## config.mk

```make
export PLATFORM = sky130hd
export DESIGN_NAME = mem_ctrl_pipelined_flat
export DESIGN_NICKNAME = d
export VERILOG_FILES = /design/src/rtl/mem_ctrl_pkg.sv /design/src/rtl/mem_ctrl_pipelined_if.sv /design/src/rtl/mem_rd_pipe.sv /design/src/rtl/mem_ctrl_pipelined.sv /design/src/flat_wrapper.sv
export SDC_FILE = /design/constraint.sdc
export NUM_CORES = 1
export LEC_CHECK = 0
export CAP_MARGIN = 20
export CORE_MARGIN = 4
export CORE_UTILIZATION = 51
export CTS_BUF_LIST = sky130_fd_sc_hd__clkbuf_4
export DETAILED_ROUTE_END_ITERATION = 7
export PLACE_DENSITY = 0.69
export REMOVE_ABC_BUFFERS = 1
export SETUP_SLACK_MARGIN = 0.15
export SLEW_MARGIN = 5
export SYNTH_ARGS = -nofsm -noshare
export SYNTH_HDL_FRONTEND = slang
export SYNTH_SLANG_ARGS = --single-unit
```

## constraint.sdc

```tcl
create_clock -name clk -period 3.2 [get_ports clk]
set_input_delay 0.48 -clock clk [delete_from_list [all_inputs] [get_ports clk]]
set_output_delay 0.48 -clock clk [all_outputs]
set_load 0.03 [all_outputs]
```

## src/rtl/mem_ctrl_pkg.sv

```systemverilog
// Shared types and constants for the pipelined memory controller.
package mem_ctrl_pkg;

   // Controller operating state: clearing the array, or serving requests.
   typedef enum logic {
      INIT = 1'b0,
      RUN  = 1'b1
   } state_t;

   // Width of the optional activity counters.
   localparam int STATS_W = 16;

   // Number of byte lanes in a data word.
   function automatic int be_width(input int data_width);
      return data_width / 8;
   endfunction

endpackage

```

## src/rtl/mem_ctrl_pipelined_if.sv

```systemverilog
// Request/response channel between a bus-side agent and mem_ctrl_pipelined.
interface mem_ctrl_pipelined_if #(
   parameter int DATA_WIDTH = 32,
   parameter int ADDR_WIDTH = 4
);
   import mem_ctrl_pkg::*;

   localparam int BE_WIDTH = be_width(DATA_WIDTH);

   logic                  req_valid;
   logic                  req_ready;
   logic                  req_write;
   logic [ADDR_WIDTH-1:0] req_addr;
   logic [DATA_WIDTH-1:0] req_wdata;
   logic [BE_WIDTH-1:0]   req_be;
   logic                  rsp_valid;
   logic [DATA_WIDTH-1:0] rsp_data;
   logic                  rsp_err;
   logic                  wr_err;
   logic                  init_done;

   // Agent side: issues requests, observes responses and status.
   modport master (
      output req_valid, req_write, req_addr, req_wdata, req_be,
      input  req_ready, rsp_valid, rsp_data, rsp_err, wr_err, init_done
   );

   // Memory side: accepts requests, returns responses and status.
   modport slave (
      input  req_valid, req_write, req_addr, req_wdata, req_be,
      output req_ready, rsp_valid, rsp_data, rsp_err, wr_err, init_done
   );

endinterface

```

## src/rtl/mem_rd_pipe.sv

```systemverilog
// Read-response delay line: STAGES registers carrying {valid, err, data}.
// Idle stages carry all zeros so the outputs never show stale data.
module mem_rd_pipe #(
   parameter int DATA_WIDTH = 32,
   parameter int STAGES     = 2
) (
   input  logic                  clk,
   input  logic                  reset,
   input  logic                  in_valid,
   input  logic                  in_err,
   input  logic [DATA_WIDTH-1:0] in_data,
   output logic                  out_valid,
   output logic                  out_err,
   output logic [DATA_WIDTH-1:0] out_data
);

   localparam int SW = DATA_WIDTH + 2;

   logic [SW-1:0] stage_reg [STAGES];

   // Shift the response bundle one stage per clock; reset flushes in-flight reads.
   always_ff @(posedge clk or posedge reset) begin
      if (reset) begin
         for (int i = 0; i < STAGES; i++) begin
            stage_reg[i] <= '0;
         end
      end else begin
         stage_reg[0] <= {in_valid, in_err, in_data};
         for (int i = 1; i < STAGES; i++) begin
            stage_reg[i] <= stage_reg[i-1];
         end
      end
   end

   assign {out_valid, out_err, out_data} = stage_reg[STAGES-1];

endmodule

```

## src/rtl/mem_ctrl_pipelined.sv

```systemverilog
// Single-port memory with valid/ready requests, byte-enabled writes,
// configurable read latency and a post-reset clear engine.
// Optional macro MEM_CTRL_STATS_EN adds saturating rd/wr/err counters.
module mem_ctrl_pipelined
   import mem_ctrl_pkg::*;
#(
   parameter int DATA_WIDTH = 32,
   parameter int ADDR_WIDTH = 4,
   parameter int DEPTH      = 12,
   parameter int RD_LATENCY = 2
) (
   input logic                clk,
   input logic                reset,
   mem_ctrl_pipelined_if.slave bus
`ifdef MEM_CTRL_STATS_EN
   ,
   output logic [STATS_W-1:0] rd_count,
   output logic [STATS_W-1:0] wr_count,
   output logic [STATS_W-1:0] err_count
`endif
);

   localparam int BE_WIDTH = be_width(DATA_WIDTH);
   localparam int IDX_W    = (DEPTH > 1) ? $clog2(DEPTH) : 1;
   localparam logic [IDX_W-1:0] LAST_IDX = IDX_W'(DEPTH - 1);

   state_t                state_reg;
   logic [IDX_W-1:0]      init_ptr_reg;
   logic [DATA_WIDTH-1:0] mem_array [DEPTH];

   logic                  acc;
   logic                  acc_rd;
   logic                  acc_wr;
   logic                  addr_oor;
   logic [IDX_W-1:0]      word_idx;
   logic [DATA_WIDTH-1:0] rd_word;

   assign acc      = bus.req_valid && bus.req_ready;
   assign acc_rd   = acc && !bus.req_write;
   assign acc_wr   = acc && bus.req_write;
   assign addr_oor = int'(bus.req_addr) >= DEPTH;
   // In-range addresses always fit in IDX_W bits; out-of-range ones never reach the array.
   assign word_idx = bus.req_addr[IDX_W-1:0];
   assign rd_word  = (acc_rd && !addr_oor) ? mem_array[word_idx] : '0;

   // Control FSM: sweep the clear pointer once, then serve requests until reset.
   always_ff @(posedge clk or posedge reset) begin
      if (reset) begin
         state_reg     <= INIT;
         init_ptr_reg  <= '0;
         bus.req_ready <= 1'b0;
         bus.init_done <= 1'b0;
      end else begin
         case (state_reg)
            INIT: begin
               init_ptr_reg <= init_ptr_reg + 1'b1;
               if (init_ptr_reg == LAST_IDX) begin
                  state_reg     <= RUN;
                  bus.req_ready <= 1'b1;
                  bus.init_done <= 1'b1;
               end
            end
            RUN: begin
               bus.req_ready <= 1'b1;
               bus.init_done <= 1'b1;
            end
            default: begin
               state_reg     <= INIT;
               init_ptr_reg  <= '0;
               bus.req_ready <= 1'b0;
               bus.init_done <= 1'b0;
            end
         endcase
      end
   end

   // Array write port: zero-fill while clearing, byte-masked writes while running.
   always_ff @(posedge clk) begin
      if (state_reg == INIT) begin
         mem_array[init_ptr_reg] <= '0;
      end else if (acc_wr && !addr_oor) begin
         for (int b = 0; b < BE_WIDTH; b++) begin
            if (bus.req_be[b]) begin
               mem_array[word_idx][b*8 +: 8] <= bus.req_wdata[b*8 +: 8];
            end
         end
      end
   end

   // One-cycle flag for a write that targeted an unimplemented word.
   always_ff @(posedge clk or posedge reset) begin
      if (reset) begin
         bus.wr_err <= 1'b0;
      end else begin
         bus.wr_err <= acc_wr && addr_oor;
      end
   end

   mem_rd_pipe #(
      .DATA_WIDTH (DATA_WIDTH),
      .STAGES     (RD_LATENCY)
   ) u_rd_pipe (
      .clk       (clk),
      .reset     (reset),
      .in_valid  (acc_rd),
      .in_err    (acc_rd && addr_oor),
      .in_data   (rd_word),
      .out_valid (bus.rsp_valid),
      .out_err   (bus.rsp_err),
      .out_data  (bus.rsp_data)
   );

`ifdef MEM_CTRL_STATS_EN
   // Saturating activity counters, cleared by reset.
   always_ff @(posedge clk or posedge reset) begin
      if (reset) begin
         rd_count  <= '0;
         wr_count  <= '0;
         err_count <= '0;
      end else begin
         if (acc_rd && rd_count != '1) begin
            rd_count <= rd_count + 1'b1;
         end
         if (acc_wr && wr_count != '1) begin
            wr_count <= wr_count + 1'b1;
         end
         if (acc && addr_oor && err_count != '1) begin
            err_count <= err_count + 1'b1;
         end
      end
   end
`endif

endmodule

```

## src/flat_wrapper.sv

```systemverilog
// flat-port wrapper written by rule: the top's interface ports become plain ports
module mem_ctrl_pipelined_flat import mem_ctrl_pkg::*;
#(
   parameter int DATA_WIDTH = 32,
   parameter int ADDR_WIDTH = 4,
   parameter int DEPTH      = 12,
   parameter int RD_LATENCY = 2
)
  (clk, reset, bus_req_valid, bus_req_write, bus_req_addr, bus_req_wdata, bus_req_be, bus_req_ready, bus_rsp_valid, bus_rsp_data, bus_rsp_err, bus_wr_err, bus_init_done);
  mem_ctrl_pipelined_if #(.DATA_WIDTH(DATA_WIDTH), .ADDR_WIDTH(ADDR_WIDTH)) bus_i ();
  input logic clk;
  input logic reset;
  input wire logic [$bits(bus_i.req_valid)-1:0] bus_req_valid;
  input wire logic [$bits(bus_i.req_write)-1:0] bus_req_write;
  input wire logic [$bits(bus_i.req_addr)-1:0] bus_req_addr;
  input wire logic [$bits(bus_i.req_wdata)-1:0] bus_req_wdata;
  input wire logic [$bits(bus_i.req_be)-1:0] bus_req_be;
  output wire logic [$bits(bus_i.req_ready)-1:0] bus_req_ready;
  output wire logic [$bits(bus_i.rsp_valid)-1:0] bus_rsp_valid;
  output wire logic [$bits(bus_i.rsp_data)-1:0] bus_rsp_data;
  output wire logic [$bits(bus_i.rsp_err)-1:0] bus_rsp_err;
  output wire logic [$bits(bus_i.wr_err)-1:0] bus_wr_err;
  output wire logic [$bits(bus_i.init_done)-1:0] bus_init_done;
  assign bus_i.req_valid = bus_req_valid;
  assign bus_i.req_write = bus_req_write;
  assign bus_i.req_addr = bus_req_addr;
  assign bus_i.req_wdata = bus_req_wdata;
  assign bus_i.req_be = bus_req_be;
  assign bus_req_ready = bus_i.req_ready;
  assign bus_rsp_valid = bus_i.rsp_valid;
  assign bus_rsp_data = bus_i.rsp_data;
  assign bus_rsp_err = bus_i.rsp_err;
  assign bus_wr_err = bus_i.wr_err;
  assign bus_init_done = bus_i.init_done;
  mem_ctrl_pipelined #(.DATA_WIDTH(DATA_WIDTH), .ADDR_WIDTH(ADDR_WIDTH), .DEPTH(DEPTH), .RD_LATENCY(RD_LATENCY)) u_core (.clk(clk), .reset(reset), .bus(bus_i));
endmodule
```

* Word level (Yosys, flattened, before mapping)
Memory sizes are Yosys's and may differ from the RTL's.
Index checks and enable logic that the tools add are counted.
** Cells by class
- Bitwise logic cells :: 1
- Reduce and logical (&&, ||, !) cells :: 10
- Muxes and demuxes :: 25
- Eq/ne operators :: 2
- $lt $le $gt $ge :: 1
- Add/subtract/negate cells :: 1
** Operators by type and width (number)
- $mux 32 :: 2
- $reduce_or 32->1 :: 1
- $mux 1 :: 20
- $mux 4 :: 2
- $logic_and 1x1->1 :: 7
- $add 4x1->4 const B :: 1
- $eq 4x4->1 const B :: 1
- $ge 4x4->1 const B :: 1
- $logic_not 1->1 :: 2
- $ne 2x1->1 const B :: 1
- $pmux 1 s2 :: 1
- $not 1->1 :: 1
** Word-level totals
- Bits in registers :: 75
- Output and inout bits :: 37
- Word-level logic and storage cells :: 47
- Memories kept :: 1
- Bits in writable memories :: 384
** Memory list
- u_core.mem_array :: depth 12, width 32, read ports 1, clocked after Yosys merged registers in 0, wr ports 1, line mem_ctrl_pipelined.sv:29 : logic [DATA_WIDTH-1:0] mem_array [DEPTH];

* Depth between registers and ports, before layout
- Depth in word-level cells :: 8
- Depth in mapped cells :: 7
- Gate-level depth less buffers :: 4

* By module
A second synthesis with hierarchy kept.
** Unflattened totals
- Cell total of the unflattened synthesis :: 987
- Area, all modules :: 18069.8 µm²
** By module, submodules not included
- mem_ctrl_pipelined :: cells each 886, times used 1, seq. area each 11706.2 µm², area each 16124.2 µm²
- mem_rd_pipe :: cells each 101, times used 1, seq. area each 1701.6 µm², area each 1945.6 µm²

* Worst setup path after synthesis
No wires, ideal clock.
- Path type :: reg-to-reg
- Start point :: reg, netlist name u_core.bus.init_done
- End point :: mem u_core.mem_array[10][16], enable pin
- Cell stages (with the launch flop) :: 6
- Arrival time :: 1.950 ns
- Setup slack :: 0.879 ns
- Setup time :: 0.370 ns
- Period minus slack after synthesis :: 2.321 ns
- Buffers on the path :: 1
- Path through :: dfrtp_1 nand3_1 buf_2 o32ai_1 nand3_1 nor2_1
** RTL lines (line)
- end, declared :: mem_ctrl_pipelined.sv:29

* Final worst setup path
- Start point :: reg u_core.state_reg
- End point :: mem u_core.mem_array[0][26], enable pin
** On the way
- Longest elaborated chain between the ends :: 4
- Elaborated cells between the ends (all ways) :: 12
- Those cells by class :: 11 x mux; 1 x reduce/logical
** Ends and longest elaborated chain
- start, declared :: line mem_ctrl_pipelined.sv:27 : state_t state_reg;
- start signal, assigned :: line mem_ctrl_pipelined.sv:49 : state_reg <= INIT;
- start signal, assigned :: line mem_ctrl_pipelined.sv:58 : state_reg <= RUN;
- start signal, assigned :: line mem_ctrl_pipelined.sv:68 : state_reg <= INIT;
- $mux 1 :: line mem_ctrl_pipelined.sv:79 : if (state_reg == INIT) begin
- $mux 1 (not written as such) :: line mem_ctrl_pipelined.sv:84 : mem_array[word_idx][b*8 +: 8] <= bus.req_wdata[b*8 +: 8];
- $reduce_or 32->1 (no line)
- $mux 4 (no line)
Several ways; a longest one is shown, not always the timed one.

==> reports/results.ini <==
[outcome]
outcome = completed

[synth]
ys_warn_count = 0
synth-seq-area-share = 0.764
ys_types = 34
avgSynthCellArea_sq_um = 20.0
syn_area_sq_mm = 0.0175
synth_cells = 877
ys_ff_latch = 459

[global_route]
grt_pass1_wl_mm = 54.6
track_usage = 0.189
grt_max_degree = 98
antenna_found_initial = 1
grt_pass1_vias = 9284
overflow = 0

[power_and_ir_drop]
power_density_mw_per_mm2 = 568
max-vdd-ir-drop_mv = 0.261
p_leak_uw = 0.00788
p_total_uw = 11600

[clock_network]
cts_num_sinks = 459
clk_transition_reported_paths_ns = 0.06
clock_latency_ns = 0.73
clockBufferDepth = 3
cts_inserted_buffers = 111
post_cts_resize_count = 0
cts_setup_buffers = 0
clockRootBuffer = clkbuf_4
cts-hold-fix-buffers = 0
ctsHtreeMaxLevel = 3
cts_tree = done

[route]
vias = 8769
drtIter0Drc = 750
viasPerCell = 5.47
final_antenna_net_count = 0
drc_errors = 0
drt_wl_total_mm = 35.0
dr.pass1.iters = 5
post_drt_wl_per_cell_microns = 21.9

[floorplanning]
rows = 67
core_area_sq_mm = 0.0337
dieWidth_microns = 193
die_y_microns = 193
boundaryPins = 81
dieArea_sq_mm = 0.0374
initial_core_util = 0.521

[final_layout]
largest_register_ffs = 384
final_cells = 1602
area_growth_pct = 16.2
postLayoutCoreUtil = 0.605
drive_gt1_frac = 0.293
fin_nets = 1101

[sta]
fin_crit_sh = 0.852
drv_slew = 0
fmax_mhz = 367
finalSetupViolations = 0
hold_viol = 0
fin_ws_ns = 0.475
max-slew-margin-rel = 0.336
rsz0062_at_grt = false
hold_ws_ns = 0.135
worst_slew_pin_slew_ns = 0.993
fin_skew_ns = 0.0271
min_period_ns = 2.72

[run]
maxCapViolations = 0

[worst_setup_path]
crit_required_ns = 3.54
start_kind = register
crit_fanout = 14
path_class = register to register
end_kind = register
arrival_ns = 3.06

[placed_design]
routabilityCongestion = 0.825
dpl.cell_count = 1391
dp_hpwl_mm = 21.6
post-place-ws_ns = -0.0412
portBuffers = 80

[min_path]
hp-class = input pin to asynchronous set/reset pin

==> logic make-up after synthesis <==
logic type,synth area share
xor gates and xnor gates,0.00150
adders and majority gates,0.000713
muxes,0.147
and+or+nand+nor,0.0346
buffers and inverters,0.0336
AOI/OAI and AO/OA,0.0179
DFF,0.764
==> routing by layer <==
metal / part of all wire / wire length (microns) / vias up / track usage
li1: - / - / 3867 / -
met1: 0.41 / 14300 / 4493 / 0.264
met2: 0.51 / 17800 / 365 / 0.307
met3: 0.068 / 2380 / 44 / 0.0416
met4: 0.014 / 505 / 0 / 0.0556
met5: 0 / 0 / - / 0
==> through the flow <==
stage	TNS, ns	instance area [sq um]
after detailed placement	-0.401	18900
after global routing	0	20400
final	0	20400
after global placement	-0.651	18900
after floorplan	-0.371	17100
after CTS	0	20400
==> area by class of cell <==
type	count	area, sq um
clock buffer	166	1250
multi-input combinational	305	3550
antenna	1	2.50
sequential	459	13400
inverter	39	148
fill	2489	13300
timing repair buffer	140	1280
tap	448	561
clock inverter	44	194
==> report_power, final <==
part	switching (uW)	internal, uW
logic	265	196
registers	4.15	6470
clock network	2190	2460
total	2460	9120
==> final timing paths <==
kind                                                 from                              to  slack (ns)  cells past startpoint
setup / recovery                         u_core.state_reg         u_core.mem_array[0][26]        0.48                      5
hold / removal                                      reset  u_core.u_rd_pipe.stage_reg[61]        0.13                      2
setup reg to reg                         u_core.state_reg         u_core.mem_array[0][26]        0.48                      5
hold reg to reg            u_core.u_rd_pipe.stage_reg[51]   u_core.u_rd_pipe.out_data[17]        0.34                      0
max in group asynchronous                           reset  u_core.u_rd_pipe.stage_reg[51]        2.38                      3
min in group clk           u_core.u_rd_pipe.stage_reg[51]   u_core.u_rd_pipe.out_data[17]        0.34                      0
==> layout by cell type (no fill, tap or decap), drive strengths merged <==
cell type	netlist	layout
or3	4	4
nor3	4	4
a21boi	4	4
clkbuf	15	166
dfrtp	75	75
and3	2	2
nand2	4	4
nor2b	5	5
buf	59	63
clkinv	0	42
clkdlybuf4s50	0	77
ha	1	1
o22ai	32	32
edfxtp	384	384
o31ai	4	4
and2	33	33
nand3	9	9
o32ai	2	2
mux4	96	96
nor2	53	53
diode	0	1
nor4	2	2
mux2i	39	39
xnor2	3	3
inv	39	40
mux2	2	2
o41ai	1	1
nand3b	1	1
a31o	1	1
bufinv	0	1
nor3b	2	2
or2	1	1
==> worst max-delay path, cell delays in order, from the launching register on <==
cell	delay [ns]
dfrtp_1	0.65
o41ai_4	0.22
nor3_4	0.36
mux2i_1	0.28
buf_4	0.21
nor2_1	0.63
==> cells in the mapped netlist (all sizes together) <==
cell | n | area, sq um
edfxtp | 384 | 11500
nor2b | 5 | 31.3
o31ai | 4 | 30.0
dfrtp | 75 | 1880
o32ai | 2 | 17.5
inv | 39 | 146
nand2 | 4 | 15.0
xnor2 | 3 | 26.3
mux2 | 2 | 22.5
o22ai | 32 | 200
buf | 59 | 383
a21boi | 4 | 30.0
ha | 1 | 12.5
nor3 | 4 | 31.3
or2 | 1 | 6.26
nor3b | 2 | 15.0
mux2i | 39 | 403
clkbuf | 15 | 60.1
and3 | 2 | 12.5
o41ai | 1 | 27.5
mux4 | 96 | 2160
nor2 | 53 | 199
and2 | 33 | 206
a31o | 1 | 8.76
nor4 | 2 | 12.5
or3 | 4 | 25.0
nand3 | 9 | 45.0
nand3b | 1 | 7.51
Power figures use the tool's default switching activity.
